File: config.mk
export PLATFORM = sky130hd
export DESIGN_NAME = btn_conditioner
export DESIGN_NICKNAME = d
export VERILOG_FILES = /design/src/rtl/btn_pkg.sv /design/src/rtl/sync_debounce.sv /design/src/rtl/btn_conditioner.sv
export SDC_FILE = /design/constraint.sdc
export NUM_CORES = 1
export LEC_CHECK = 0
export CAP_MARGIN = 10
export CORE_MARGIN = 1.5
export CORE_UTILIZATION = 56
export CTS_CLUSTER_SIZE = 14
export DETAILED_ROUTE_END_ITERATION = 8
export GPL_TIMING_DRIVEN = 0
export PLACE_DENSITY = 0.73
export SLEW_MARGIN = 20
export SYNTH_ARGS = -nofsm -noshare
export SYNTH_HDL_FRONTEND = slang
export SYNTH_HIERARCHICAL = 1
export SYNTH_SLANG_ARGS = --single-unit
File: constraint.sdc
create_clock -name clk -period 1.8 [get_ports clk]
set_input_delay 0.45 -clock clk [delete_from_list [all_inputs] [get_ports clk]]
set_output_delay 0.45 -clock clk [all_outputs]
set_load 0.01 [all_outputs]
File: src/rtl/btn_pkg.sv
// Shared types and helpers for the button/switch input conditioner.
package btn_pkg;

  localparam int unsigned SW_W = 3;

  typedef enum logic [2:0] {
    IDLE,
    DB_PRESS,
    HELD,
    REPEAT,
    DB_RELEASE
  } btn_state_e;

  // Millisecond interval to clock cycles, never less than one cycle.
  function automatic int unsigned ms_to_cycles(input int unsigned clk_hz, input int unsigned ms);
    int unsigned cyc;
    cyc = (clk_hz / 32'd1000) * ms;
    return (cyc == 32'd0) ? 32'd1 : cyc;
  endfunction

endpackage

File: src/rtl/sync_debounce.sv
// Two-flop synchroniser with an optional stable-time debouncer.
// DB_CYC = 0 builds the synchroniser alone; level is then the synchronised input.
module sync_debounce #(
  parameter int unsigned DB_CYC = 1
) (
  input  logic clk,
  input  logic rst,
  input  logic raw,
  output logic level
);

  logic [1:0] sync_q;

  always_ff @(posedge clk or negedge rst) begin
    if (!rst) sync_q <= '0;
    else      sync_q <= {sync_q[0], raw};
  end

  generate
    if (DB_CYC == 0) begin : g_sync_only
      assign level = sync_q[1];
    end else begin : g_debounce
      localparam int unsigned CNT_W = (DB_CYC > 1) ? $clog2(DB_CYC) : 1;
      logic [CNT_W-1:0] cnt;

      // Accept a new level only after DB_CYC consecutive disagreeing samples.
      always_ff @(posedge clk or negedge rst) begin
        if (!rst) begin
          cnt   <= '0;
          level <= 1'b0;
        end else if (sync_q[1] != level) begin
          if (cnt == CNT_W'(DB_CYC - 1)) begin
            level <= sync_q[1];
            cnt   <= '0;
          end else begin
            cnt <= cnt + CNT_W'(1);
          end
        end else begin
          cnt <= '0;
        end
      end
    end
  endgenerate

endmodule

File: src/rtl/btn_conditioner.sv
// Button and mode-switch front end: debounce, press pulse, optional hold-to-repeat.
// Define AUTOREPEAT_EN to build the REPEAT state and repeat timing.
module btn_conditioner
  import btn_pkg::*;
#(
  parameter int unsigned CLK_HZ          = 50_000_000,
  parameter int unsigned DEBOUNCE_MS     = 20,
  parameter int unsigned REPEAT_DELAY_MS = 500,
  parameter int unsigned REPEAT_RATE_MS  = 100
) (
  input  logic            clk,
  input  logic            rst,
  input  logic            BTNL,
  input  logic [SW_W-1:0] sw,
  output logic            btn_level,
  output logic            btn_pulse,
  output logic            btn_hold,
  output logic [SW_W-1:0] sw_out,
  output logic            sw_changed
);

  localparam int unsigned DB_CYC   = ms_to_cycles(CLK_HZ, DEBOUNCE_MS);
  localparam int unsigned DLY_CYC  = ms_to_cycles(CLK_HZ, REPEAT_DELAY_MS);
  localparam int unsigned RATE_CYC = ms_to_cycles(CLK_HZ, REPEAT_RATE_MS);
  localparam int unsigned MAX_A    = (DB_CYC > DLY_CYC) ? DB_CYC : DLY_CYC;
  localparam int unsigned MAX_CYC  = (MAX_A > RATE_CYC) ? MAX_A : RATE_CYC;
  localparam int unsigned CNT_W    = (MAX_CYC > 1) ? $clog2(MAX_CYC) : 1;

  logic             sync_in;
  logic [SW_W-1:0]  sw_db;
  logic [SW_W-1:0]  sw_q;
  btn_state_e       state, state_n;
  logic [CNT_W-1:0] cnt, cnt_n;
  logic             level_n, pulse_n;

  // Button path: synchroniser only, the FSM below owns the timing.
  sync_debounce #(.DB_CYC(0)) u_btn_sync (
    .clk   (clk),
    .rst   (rst),
    .raw   (BTNL),
    .level (sync_in)
  );

  for (genvar i = 0; i < SW_W; i++) begin : g_sw
    sync_debounce #(.DB_CYC(DB_CYC)) u_sw_db (
      .clk   (clk),
      .rst   (rst),
      .raw   (sw[i]),
      .level (sw_db[i])
    );
  end

  assign sw_out = sw_db;

  // sw_q lags sw_out by one cycle, so the strobe lands the cycle after an update.
  always_ff @(posedge clk or negedge rst) begin
    if (!rst) begin
      sw_q       <= '0;
      sw_changed <= 1'b0;
    end else begin
      sw_q       <= sw_db;
      sw_changed <= |(sw_db ^ sw_q);
    end
  end

`ifdef AUTOREPEAT_EN
  logic hold_n;

  always_ff @(posedge clk or negedge rst) begin
    if (!rst) btn_hold <= 1'b0;
    else      btn_hold <= hold_n;
  end
`else
  assign btn_hold = 1'b0;
`endif

  always_ff @(posedge clk or negedge rst) begin
    if (!rst) begin
      state     <= IDLE;
      cnt       <= '0;
      btn_level <= 1'b0;
      btn_pulse <= 1'b0;
    end else begin
      state     <= state_n;
      cnt       <= cnt_n;
      btn_level <= level_n;
      btn_pulse <= pulse_n;
    end
  end

  // Release is tested first in every held state, so it beats a coincident expiry.
  always_comb begin
    state_n = state;
    cnt_n   = cnt + CNT_W'(1);
    level_n = btn_level;
    pulse_n = 1'b0;
`ifdef AUTOREPEAT_EN
    hold_n  = 1'b0;
`endif
    case (state)
      IDLE: begin
        level_n = 1'b0;
        cnt_n   = '0;
        if (sync_in) state_n = DB_PRESS;
      end
      DB_PRESS: begin
        if (!sync_in) begin
          state_n = IDLE;
          cnt_n   = '0;
        end else if (cnt == CNT_W'(DB_CYC - 1)) begin
          state_n = HELD;
          cnt_n   = '0;
          level_n = 1'b1;
          pulse_n = 1'b1;
        end
      end
      HELD: begin
        level_n = 1'b1;
        if (!sync_in) begin
          state_n = DB_RELEASE;
          cnt_n   = '0;
        end
`ifdef AUTOREPEAT_EN
        else if (cnt == CNT_W'(DLY_CYC - 1)) begin
          state_n = REPEAT;
          cnt_n   = '0;
          pulse_n = 1'b1;
          hold_n  = 1'b1;
        end
`else
        else cnt_n = '0;
`endif
      end
`ifdef AUTOREPEAT_EN
      REPEAT: begin
        level_n = 1'b1;
        if (!sync_in) begin
          state_n = DB_RELEASE;
          cnt_n   = '0;
        end else begin
          hold_n = 1'b1;
          if (cnt == CNT_W'(RATE_CYC - 1)) begin
            cnt_n   = '0;
            pulse_n = 1'b1;
          end
        end
      end
`endif
      DB_RELEASE: begin
        level_n = 1'b1;
        if (sync_in) begin
          state_n = HELD;
          cnt_n   = '0;
        end else if (cnt == CNT_W'(DB_CYC - 1)) begin
          state_n = IDLE;
          cnt_n   = '0;
          level_n = 1'b0;
        end
      end
      default: begin
        state_n = IDLE;
        cnt_n   = '0;
        level_n = 1'b0;
      end
    endcase
  end

endmodule

Word level (Yosys, flattened, before mapping)
Index checks and enable logic that the tools add are counted.
Word-level totals
  flip-flop bits (word level): 105
  bits in latches: 0
  memory bits (writable): 0
  memory bits (read-only): 0
  bits of input ports: 6
  output and inout port bits: 7
  word-level logic and storage cells: 69
  memories kept: 0
Cells by class
  $add $sub $neg: 4
  multipliers: 0
  div/mod/pow operators: 0
  order comparisons: 0
  equal/unequal tests: 16
  shifts and indexed selects: 0
  mux-type cells: 25
  bitwise logic cells: 1
  reduce and logical (&&, ||, !) cells: 7
Operators by type and width (number)
  2-to-1 mux 20 bit: 6
  2-to-1 mux 25 bit: 3
  adder 20 x 1 -> 20 bit (second input constant): 3
  equality test 20 bit (second input constant): 3
  one-hot mux 25 bit (2 select lines): 1
  adder 25 x 1 -> 25 bit (second input constant): 1
  equality test 25 x 20 -> 1 bit (second input constant): 1
  2-to-1 mux 3 bit: 6
  one-hot mux 3 bit (4 select lines): 1
  AND reduction 2 bit: 4
  2-to-1 mux 1 bit: 7
  inequality test 2 x 1 -> 1 bit (second input constant): 2
  inequality test 2 bit (second input constant): 2
  AND reduction 4 bit: 1
  equality test 3 x 1 -> 1 bit (second input constant): 1
  equality test 3 x 2 -> 1 bit (second input constant): 1
  equality test 3 bit (second input constant): 1
  zero test 3 bit: 1
  inequality test 1 bit: 3
  inequality test 3 x 2 -> 1 bit (second input constant): 1
  inequality test 3 bit (second input constant): 1
  one-hot mux 1 bit (3 select lines): 1
  OR reduction 3 bit: 1
  bitwise XOR 3 bit: 1

Logic depth before layout (Yosys ltp)
  depth after elaboration: 4
  mapped depth: 7

By module
Netlist, hierarchy kept.
By module, submodules not included
  sync_debounce (g_sw[0].u_sw_db ...): times used 3, cells each 110, area an instance 1108.6 µm², sequential area each 575.6 µm²
  btn_conditioner: times used 1, cells each 171, area an instance 1720.4 µm², sequential area each 850.8 µm²
  sync_debounce (u_btn_sync): times used 1, cells each 2, area an instance 50.0 µm², sequential area each 50.0 µm²

Least setup slack after synthesis
No wires, ideal clock.
  path kind: flip-flop to flip-flop
  start: register g_sw[0].u_sw_db.g_debounce.cnt[12]
  end: register g_sw[0].u_sw_db.g_debounce.cnt[10]
  library setup time: 119 ps
  arrival time: 1858 ps
  data required time: 1681 ps
  setup slack: -177 ps
  stages on the path, launching flop included: 6
  path buffers: 1
  period minus slack after synthesis: 1977 ps
  path through: dfrtp_1 -> or4_1 -> or4_4 -> o21ai_4 -> buf_6 -> nor2_1
On the way
  longest elaborated chain between the ends: 3
RTL lines
  from (decl): RTL line sync_debounce.sv:24  | logic [CNT_W-1:0] cnt;
  from (signal assigned): RTL line sync_debounce.sv:36  | cnt <= cnt + CNT_W'(1);
  equality test 20 bit: RTL line sync_debounce.sv:32  | if (cnt == CNT_W'(DB_CYC - 1)) begin
  2-to-1 mux 20 bit: RTL line sync_debounce.sv:32
  2-to-1 mux 20 bit: RTL line sync_debounce.sv:31  | end else if (sync_q[1] != level) begin
Every way passes these cells.
A chain may end at the register's enable or synchronous reset.

Worst setup path after layout
  start: register g_sw[1].u_sw_db.g_debounce.cnt[7]
  end: register g_sw[1].u_sw_db.g_debounce.cnt[15]
On the way
  longest elaborated chain between the ends: 3
  elaborated cells between the ends (all ways): 4
RTL lines (RTL line)
  from (decl): sync_debounce.sv:24
  from (signal assigned): sync_debounce.sv:36
  adder 20 x 1 -> 20 bit or equality test 20 bit (tied branches): sync_debounce.sv:36, sync_debounce.sv:32
  2-to-1 mux 20 bit *: sync_debounce.sv:32
  2-to-1 mux 20 bit *: sync_debounce.sv:31
Every way passes the cells marked *; elsewhere a longest branch is shown, timed or not.

==> results.yml <==
outcome:
  status: "complete, but fails checks"
  violations: "negative setup slack"
power_and_ir_drop:
  powerDensity_nw_per_um2: 657
  p_sw_uw: 936
  vdd_drop_max_uv: 424
  seqPwrFrac: 0.584
  power_frac_comb: 0.050
  swShare: 0.227
  leakagePower_uw: 0.00251
  clkPwrFrac: 0.365
  p_int_uw: 3190
worst_setup_path:
  cp.buffers_inverters: 1
  cp_top_family: "simple AND/OR/NAND/NOR gates"
  path_max_fanout: 6
  worst_setup_path_start_kind: "flip-flop"
  cpPeakStageDelay_ps: 530
  critPathArrivalTime_ps: 2340
  cp.required_ps: 2050
  critPathCaptureType: "flip-flop"
  crit_slowest_cell: "or4b_1"
  crit_type: "reg2reg"
  critical_path.cell_chain: "or4b_1 > or4_4 > o21ai_4 > buf_6 > nor2_1"
place:
  dp_hpwl_um: 6150
  postPlaceCellArea_um2: 5370
  portBuffers: 11
  gp_congestion: 0.828
timing:
  skew_ps: 8.98
  hold_viol: 0
  max_freq_ghz: 0.479
  grt_setup_unrepaired: "true"
  tightest_slew_ps: 593
  fin_worst_hold_slack_ps: 346
  min_period_ps: 2090
  min_period_over_period: 1.16
  setup_ws_ps: -288
  tns_ps: -14300
  slew_viol_final: 0
  setup_viol: 63
  max-slew-margin-rel: 0.601
yosys:
  ys.warnings.count: 6
  synth-compound-area-share: 0.0633
  synth_seq_cells: 105
  synth_top_cell_area_share: 0.516
  syn_area_um2: 5100
  synth_edf_count: 0
  ys_seq_area_frac: 0.516
  syn-instance-count: 503
  synth_top_cell_by_area: "dfrtp_1"
  synth-xor-area-share: 0.108
  synth_area_leaders: "dfrtp_1, xnor2_1, nor2_1, xor2_1, nand3_1"
  synth_mux_area_frac: 0.00663
  syn-num-nets: 513
  ys_types: 46
  synthFlopType: "dfrtp_1"
  synthAdderAreaFrac: 0.00982
  synth_top_family_by_area: "simple AND/OR/NAND/NOR gates"
  synth_simple_gate_area_frac: 0.261
  avgSynthCellArea_um2: 10.1
  synth-async-reset-ratio: 1.00
drt:
  totalWireLength_um: 10500
  vias: 4040
  final_antenna_net_count: 0
  routedWlPerCell_um: 15.1
  drc: 0
  first_pass_iters: 4
  post_drt_via_cell_ratio: 5.80
  drt-initial-drc-count: 147
global_route:
  grt_pass1_vias: 3900
  antenna_found_initial: 0
  overflow: 0
  grt_pass1_wl_um: 17900
  grt_max_degree: 61
  grt_use_total: 0.224
finish:
  layout_commonest_cell: "dfrtp_1"
  drive_gt1_frac: 0.276
  final_area_um2: 6280
  antenna_cells: 0
  finalNetCount: 593
  fin_util: 0.717
  syn_to_final_growth_pct: 23.3
  layout_common_cells: "dfrtp_1, nor2_1, buf_4, xnor2_1, nor2_2"
  fill_cells: 615
hold_path:
  hp-class: "reg2reg"
floorplan:
  die_area_um2: 9680
  pin_count: 13
  initial_core_util: 0.582
  core_area_um2: 8760
  num_rows: 34
  die_y_um: 98.4
  die_x_um: 98.4
clock_tree:
  cts_tree: "built"
  clock-sinks: 105
  cts.clk_slew.worst_paths_ps: 100
  clock_latency_ps: 360
  cts_buffers: 9
  clock_path_buffers: 2
  cts_max_level: 3
  cts-root-buf: "clkbuf_8"
run:
  cap_violations: 0
-- timing repair --
item,in CTS,in global routing
gates resized for setup,50,31
pin swaps,27,13
gates cloned,2,1
endpoints found under the hold margin,1,0
buffers inserted,33,22
hold buffers,1,0
endpoints found under the setup margin,90,91
-- metrics by stage --
| stage | std cells | setup WS [ps] | total power, µW |
|---|---|---|---|
| floorplan | 503 | -172 | 2530 |
| CTS | 674 | -249 | 4160 |
| finish | 696 | -288 | 4130 |
| global route | 696 | -318 | 4290 |
| detailed placement | 623 | -357 | 2610 |
| global placement | 622 | -3620 | 2600 |
-- power by group through the flow --
stage,registers [µW],logic (µW),clock network (µW)
final,2410,208,1510
after global routing,2420,235,1640
after CTS,2410,194,1550
after detailed placement,2460,157,0
after global placement,2460,147,0
after floorplan,2450,74.0,0
-- logic make-up after synthesis --
logic type / after synthesis
flip-flops: 105
buffers and inverters: 36
XOR/XNOR: 63
AO/OA/AOI/OAI: 47
other: 1
multiplexers: 3
AND/OR/NAND/NOR: 244
adder cells (fa/ha/maj): 4
-- state kept, by name, summed over array words and instances (netlist names) --
name and count:
sw_changed 1, btn_level 1, g_sw.u_sw_db/sync_q 6, g_sw.u_sw_db/g_debounce.cnt 60
cnt 25, u_btn_sync/sync_q 2, sw_q 3, btn_pulse 1
state 3, g_sw.u_sw_db/level 3
-- final timing paths --
check | from | endpoint | slack, ps | depth (start not counted)
max in group asynchronous | rst | g_sw[1].u_sw_db/level | 580 | 3
min | g_sw[2].u_sw_db/sync_q[0] | g_sw[2].u_sw_db/sync_q[1] | 350 | 0
min in group asynchronous | rst | g_sw[2].u_sw_db/sync_q[1] | 570 | 2
max reg2reg | g_sw[1].u_sw_db/g_debounce.cnt[7] | g_sw[1].u_sw_db/g_debounce.cnt[15] | -290 | 5
max | g_sw[1].u_sw_db/g_debounce.cnt[7] | g_sw[1].u_sw_db/g_debounce.cnt[15] | -290 | 5
min reg2reg | g_sw[2].u_sw_db/sync_q[0] | g_sw[2].u_sw_db/sync_q[1] | 350 | 0
-- cell usage after synthesis, types with 2 or more instances --
| cell type | count |
|---|---|
| or4_4 | 4 |
| nand4_1 | 22 |
| nand3b_1 | 4 |
| ha_1 | 4 |
| a31o_2 | 3 |
| a21oi_1 | 18 |
| o21ai_4 | 3 |
| dfrtp_1 | 105 |
| o21ai_0 | 12 |
| nor2_1 | 83 |
| buf_6 | 4 |
| nor3_1 | 15 |
| buf_2 | 3 |
| or4b_1 | 3 |
| xor2_1 | 19 |
| or4_1 | 9 |
| nand2_1 | 18 |
| o31ai_1 | 4 |
| and4_1 | 6 |
| nor4bb_1 | 2 |
| nand3_1 | 28 |
| xnor2_1 | 44 |
| nor4_1 | 16 |
| nor4b_1 | 2 |
| buf_4 | 2 |
| nor3b_1 | 3 |
| and2_1 | 2 |
| or2_2 | 3 |
| clkbuf_1 | 4 |
| or3_1 | 11 |
| and3_1 | 5 |
| nor2b_1 | 2 |
| o221a_2 | 3 |
| inv_1 | 23 |
| mux2_2 | 3 |
-- worst register-to-register path, stage by stage (launching register included) --
cell     delay (ps)
dfrtp_1         390
or4b_1          530
or4_4           530
o21ai_4         300
buf_6           180
nor2_1           50
-- final cells by class --
| type | instances | area (µm²) | area share |
|---|---|---|---|
| flip-flops and latches | 105 | 2640 | 0.420 |
| multi-input cells | 363 | 2510 | 0.400 |
| repair buffers | 70 | 603 | 0.0960 |
| clock buffers | 12 | 155 | 0.0247 |
| well taps | 108 | 135 | 0.0215 |
| plain buffers | 11 | 101 | 0.0161 |
| inverters | 23 | 86.3 | 0.0137 |
| clock inverters | 4 | 51.3 | 0.00816 |
-- metal layers --
layer  vias to the layer above  GRT usage  wire [µm]
met5                         -          0          0
met4                         0     0.0618        117
met3                        14     0.0494        417
met2                        87      0.358       5120
met1                      2006      0.312       4830
li1                       1933          -          -
Power figures use the tool's default switching activity.
==> patch 1: new RTL, config.mk and constraints unchanged <==
Change the parameter `CLK_HZ` from 50_000_000 to 100_000_000.
--- a/src/rtl/btn_conditioner.sv
+++ b/src/rtl/btn_conditioner.sv
@@ -3,7 +3,7 @@
 module btn_conditioner
   import btn_pkg::*;
 #(
-  parameter int unsigned CLK_HZ          = 50_000_000,
+  parameter int unsigned CLK_HZ          = 100_000_000,
   parameter int unsigned DEBOUNCE_MS     = 20,
   parameter int unsigned REPEAT_DELAY_MS = 500,
   parameter int unsigned REPEAT_RATE_MS  = 100
Behaviour: no difference found for any inputs over 10 cycles, from zero or initial values and one cycle with rst low; that may be too few to reach the edited logic, so the function may still have changed.
==> patch 1 against the unedited design <==
- synthesized cell count grew 6.6%
- worst setup slack improved by 200 ps
- largest cell class unchanged
- non-clock buffer count shrank 9
- final cell count rose by 6.9%
- the flow still finishes with violations (setup timing)
- global-route usage grew 0.14 points
- highest routed layer unchanged
- synthesized area is 5.5% higher
- power grew 4.5%
- critical path depth did not move
- sequential cell count increased by 4
- design area is 3.4% higher
- routed wire length increased by 6.3%
==> patch 1: results (changes against the unedited design) <==
[logic_synthesis]
syn-num-nets = 546  ; +6.4%
yosys-top-cells-area = dfrtp_1 (51%), xnor2_1 (4.9%), nor2_1 (4.3%)
netlist_top_cells_count = dfrtp_1 (109), nor2_1 (62), a21oi_1 (38), nand2_1 (34), nand3_1 (32)
yosysSeqAreaShare_pct = 50.7  ; -0.83 points
synth.avg_cell_area_sq_um = 10.0  ; -1.0%
ys_types = 46  ; unchanged

[outcome]
failed_checks = setup timing
status = finished, violations left

[route]
drtIter0Drc = 168  ; +14%
via_per_inst = 5.80  ; about the same
wl_per_cell_um = 15.0  ; -0.54%

[clock_network]
postCtsSetupBuffers = 29  ; -12%
post_cts_resized = 23  ; -54%

[placement]
place_ws_ps = -312  ; +45.3 ps
postPlaceCellArea_sq_mm = 0.00570  ; +6.1%
hpwl_um = 6990  ; +14%
place_inst = 677  ; +8.7%
gp_congestion = 0.861  ; +4.0%

[cells_and_area]
reg_top3 = g_sw.u_sw_db/g_debounce.cnt x63, cnt x26, g_sw.u_sw_db/sync_q x6
stdcell_count = 744  ; +6.9%
diodes = 0  ; unchanged
drive_above_1_share_pct = 22.3  ; -5.3 points
nets = 620  ; +4.6%

[grt]
grt_max_degree = 57  ; -6.6%
grt_use_total_pct = 22.6  ; +0.14 points
grt_pass1_wl_um = 18500  ; +3.2%
first_global_vias = 4068  ; +4.3%

[critical_path]
crit_fanout = 8  ; +2
critPathArrivalTime_ps = 2190  ; -150 ps
slowest_stage = or4_4
reg2reg_from = cnt[9]$_DFF_PN0_
cp_slowest_stage_delay_ps = 560  ; +30 ps

[sta]
fin_ws_ps = -85.3  ; +203 ps
fin_tns_setup_ps = -301  ; +14000 ps
finalSetupViolCount = 14  ; -78%
fin_worst_skew_ps = 10.0  ; +1.05 ps

[power_and_ir_drop]
p_leak_nw = 2.63  ; +5.0%
seqPwrFrac_pct = 58.0  ; -0.4 points
p_sw_mw = 0.970  ; +3.7%
vdd_drop_max_uv = 606  ; +43%
p_seq_mw = 2.50  ; +4%

[hold_path]
worstHoldPathType = in2async

[patch 1: cell count changes after synthesis, moves of 5 or more]
cell and delta:
nor2_1 -21, nor4_1 -10, and2_1 +8, a21oi_1 +20
and4_1 +7, and3_1 +5, inv_1 -9, o31ai_1 +5
o21ai_0 +16, xnor2_1 -14, nand2_1 +16, or3_1 +9
nor3_1 -5
[patch 1: logic make-up (layout without fill, tap and decap cells)]
kind of cell,count (synthesis),after routing,synth area share (%)
DFF,109,109,50.7
and+or+nand+nor,261,261,27.6
other,1,1,0.0697
muxes,3,3,0.628
xor gates and xnor gates,50,50,8.15
adders and majority gates,4,4,0.931
buffers and inverters,23,102,2.28
AOI/OAI and AO/OA,85,85,9.56
[patch 1: cell type report]
type                    count  area, sq um
plain buffers               9         92.6
multi-input cells         404         2710
well taps                 129          161
repair buffers             63          529
fillers                   725         2780
clock buffers              10          128
clock inverters             6         86.3
flip-flops and latches    109         2740
inverters                  14         52.6
[patch 1: final timing paths]
check | slack, ps | endpoint | cells past startpoint
hold / removal | 10 | g_sw[2].u_sw_db/g_debounce.cnt[3]$_DFF_PN0_ | 1
hold reg to reg | 360 | g_sw[0].u_sw_db/sync_q[1]$_DFF_PN0_ | 0
setup reg to reg | -90 | cnt[21]$_DFF_PN0_ | 5
setup / recovery | -90 | cnt[21]$_DFF_PN0_ | 5
max in group asynchronous | 1150 | cnt[17]$_DFF_PN0_ | 2
min in group clk | 360 | g_sw[0].u_sw_db/sync_q[1]$_DFF_PN0_ | 0
[patch 1: layer usage]
metal  GRT usage (%)  part of all wire [%]  vias to the layer above
met3            5.34                   2.6                        9
met2            38.0                    51                       53
met5               0                     0                        -
li1                -                     -                     2092
met4            7.59                   1.0                        0
met1            28.7                    45                     2164
==> patch 2: new RTL, config.mk and constraints unchanged <==
Made on the original files. Register the input `sw` before use, with the module's reset. The logic sees it one clock later. The other inputs are not delayed to match.
--- a/src/rtl/btn_conditioner.sv
+++ b/src/rtl/btn_conditioner.sv
@@ -26,6 +26,16 @@
   localparam int unsigned MAX_CYC  = (MAX_A > RATE_CYC) ? MAX_A : RATE_CYC;
   localparam int unsigned CNT_W    = (MAX_CYC > 1) ? $clog2(MAX_CYC) : 1;
 
+  logic [SW_W-1:0] sw_r;
+
+  always_ff @(posedge clk or negedge rst) begin
+    if (!rst) begin
+      sw_r <= '0;
+    end else begin
+      sw_r <= sw;
+    end
+  end
+
   logic             sync_in;
   logic [SW_W-1:0]  sw_db;
   logic [SW_W-1:0]  sw_q;
@@ -45,7 +55,7 @@
     sync_debounce #(.DB_CYC(DB_CYC)) u_sw_db (
       .clk   (clk),
       .rst   (rst),
-      .raw   (sw[i]),
+      .raw   (sw_r[i]),
       .level (sw_db[i])
     );
   end
Behaviour: same outputs for any inputs over 10 cycles, from zero or initial values and one cycle with rst low; that may be too few to reach the edited logic, so the function may still have changed.
==> patch 2 against the unedited design <==
- the flow finishes with violations (DRC, setup timing)
- non-clock buffer count is 7 lower
- count of clock-buffer cells in the layout shrank 1
- power shrank 3.0%
- worst setup slack improved by 47 ps
- critical path depth did not move
- fmax grew 2.3%
- routed wire length is 1.6% lower
- synthesized area increased by 0.83%
- design area decreased by 1.7%
- sequential cell count grew 3
- final cell count fell by 1.6%
- critical path type unchanged
- critical endpoint is now g_sw[1].u_sw_db/g_debounce.cnt[12]$_DFF_PN0_
==> patch 2: results (changes against the unedited design) <==
[cells_and_area]
reg_top3 = g_sw.u_sw_db/g_debounce.cnt x60, cnt x25, g_sw.u_sw_db/sync_q x6
drive_above_1_share_pct = 25.8  ; -1.7 points
nFillCells = 661  ; +7.5%

[route]
dr.pass1.iters = 6  ; +2
drt_wl_total_um = 10300  ; -1.6%
drc_errors = 2  ; +2
via_per_inst = 5.74  ; -1.1%
drtIter0Drc = 219  ; +49%

[sta]
relSlewSlack_pct = 53.7  ; -6.4 points
finalSetupViolCount = 63  ; unchanged
fin_worst_skew_ps = 10.5  ; +1.51 ps
fin_ws_ps = -241  ; +47.1 ps

[placement]
gp_congestion = 0.866  ; +4.5%
hpwl_um = 6210  ; +0.96%
place_ws_ps = -341  ; +15.8 ps

[outcome]
failed_checks = DRC, setup timing
status = finished, violations left

[logic_synthesis]
yosys-top-cells-area = dfrtp_1 (53%), xnor2_1 (7.5%), nor2_1 (6.1%)
syn-num-nets = 511  ; -0.39%
synthesis.area_sq_mm = 0.00514  ; +0.83%

[grt]
grtUsageMet3_pct = 5.32  ; +0.38 points
grt_use_total_pct = 21.6  ; -0.86 points
grt_use_met1_pct = 27.9  ; -3.4 points
first_global_vias = 3803  ; -2.5%
grtUsageMet2_pct = 36.8  ; +0.99 points
grt_pass1_wl_um = 17100  ; -4.9%
grt_max_degree = 59  ; -3.3%

[critical_path]
worstSetupEndpoint = g_sw[1].u_sw_db/g_debounce.cnt[12]$_DFF_PN0_
reg2reg_from = g_sw[1].u_sw_db/g_debounce.cnt[8]$_DFF_PN0_

[power_and_ir_drop]
p_sw_mw = 0.934  ; -0.15%
vdd_drop_max_uv = 382  ; -9.9%

patch 2: changes by cell type in the layout (fill, tap and decap cells not counted), sizes merged, moves of 2 or more:
cell and delta:
dfrtp +3, nor3 -2, buf -7, nor2b -2
and3 +2, o21ai -3, nor4bb -2, nand4 -2
nand2b +2
patch 2: kinds of logic after synthesis:
logic type	share of synthesized area (%)
flip-flops	52.6
AO/OA/AOI/OAI	6.57
other	0.0730
adder cells (fa/ha/maj)	0.974
XOR/XNOR	10.9
AND/OR/NAND/NOR	24.8
buffers and inverters	3.43
multiplexers	0.657
patch 2: per-layer routing:
layer / wire length (um) / part of all wire [%]
met4: 108 / 1.0
met1: 4680 / 45
met2: 5200 / 50
met5: 0 / 0
met3: 330 / 3.2
patch 2: final cells by class:
cell class	count	area, sq um	share of cell area [%]
inverters	23	86.3	1.40
clock inverters	4	23.8	0.385
well taps	108	135	2.19
clock buffers	11	141	2.29
repair buffers	62	533	8.63
flip-flops and latches	108	2710	43.9
multi-input cells	357	2450	39.6
plain buffers	12	97.6	1.58
patch 2: how the worst min path moves through the flow:
stage                                  from                                           end  slack, ps  depth (start not counted)
after CTS                               rst  g_sw[2].u_sw_db/g_debounce.cnt[17]$_DFF_PN0_         20                          1
after floorplan                         rst                         btn_level$_DFFE_PN0P_        150                          0
after detailed placement  sw_r[0]$_DFF_PN0_           g_sw[0].u_sw_db/sync_q[0]$_DFF_PN0_        340                          0
after global placement    sw_r[2]$_DFF_PN0_           g_sw[2].u_sw_db/sync_q[0]$_DFF_PN0_        330                          0
final                                   rst  g_sw[2].u_sw_db/g_debounce.cnt[17]$_DFF_PN0_         10                          1
after global routing                    rst  g_sw[2].u_sw_db/g_debounce.cnt[17]$_DFF_PN0_         20                          1
patch 2: timing repair:
item	in CTS	in global routing
pin swaps	18	13
buffers inserted	27	20
gates resized for setup	32	42
endpoints found under the setup margin	89	91
cloned	2	1
patch 2: worst max-delay path, stage by stage (launching register included):
cell and delay (ps):
dfrtp_1 400, or4b_1 520, or4_4 540, o21ai_4 260
buf_6 180, nor2_2 40
patch 2: per-stage QoR:
stage | instance area, sq um | total power, mW | instances
floorplan | 5140 | 2.60 | 501
global placement | 5380 | 2.68 | 620
detailed placement | 5410 | 2.69 | 621
CTS | 5900 | 4.03 | 665
global route | 6180 | 4.18 | 685
finish | 6180 | 4.00 | 685
patch 2: power groups by stage:
stage | registers, mW | logic, mW | clock network (mW)
floorplan | 2.52 | 0.0741 | 0
global placement | 2.53 | 0.148 | 0
detailed placement | 2.53 | 0.160 | 0
CTS | 2.48 | 0.194 | 1.36
global route | 2.49 | 0.230 | 1.46
finish | 2.48 | 0.206 | 1.31
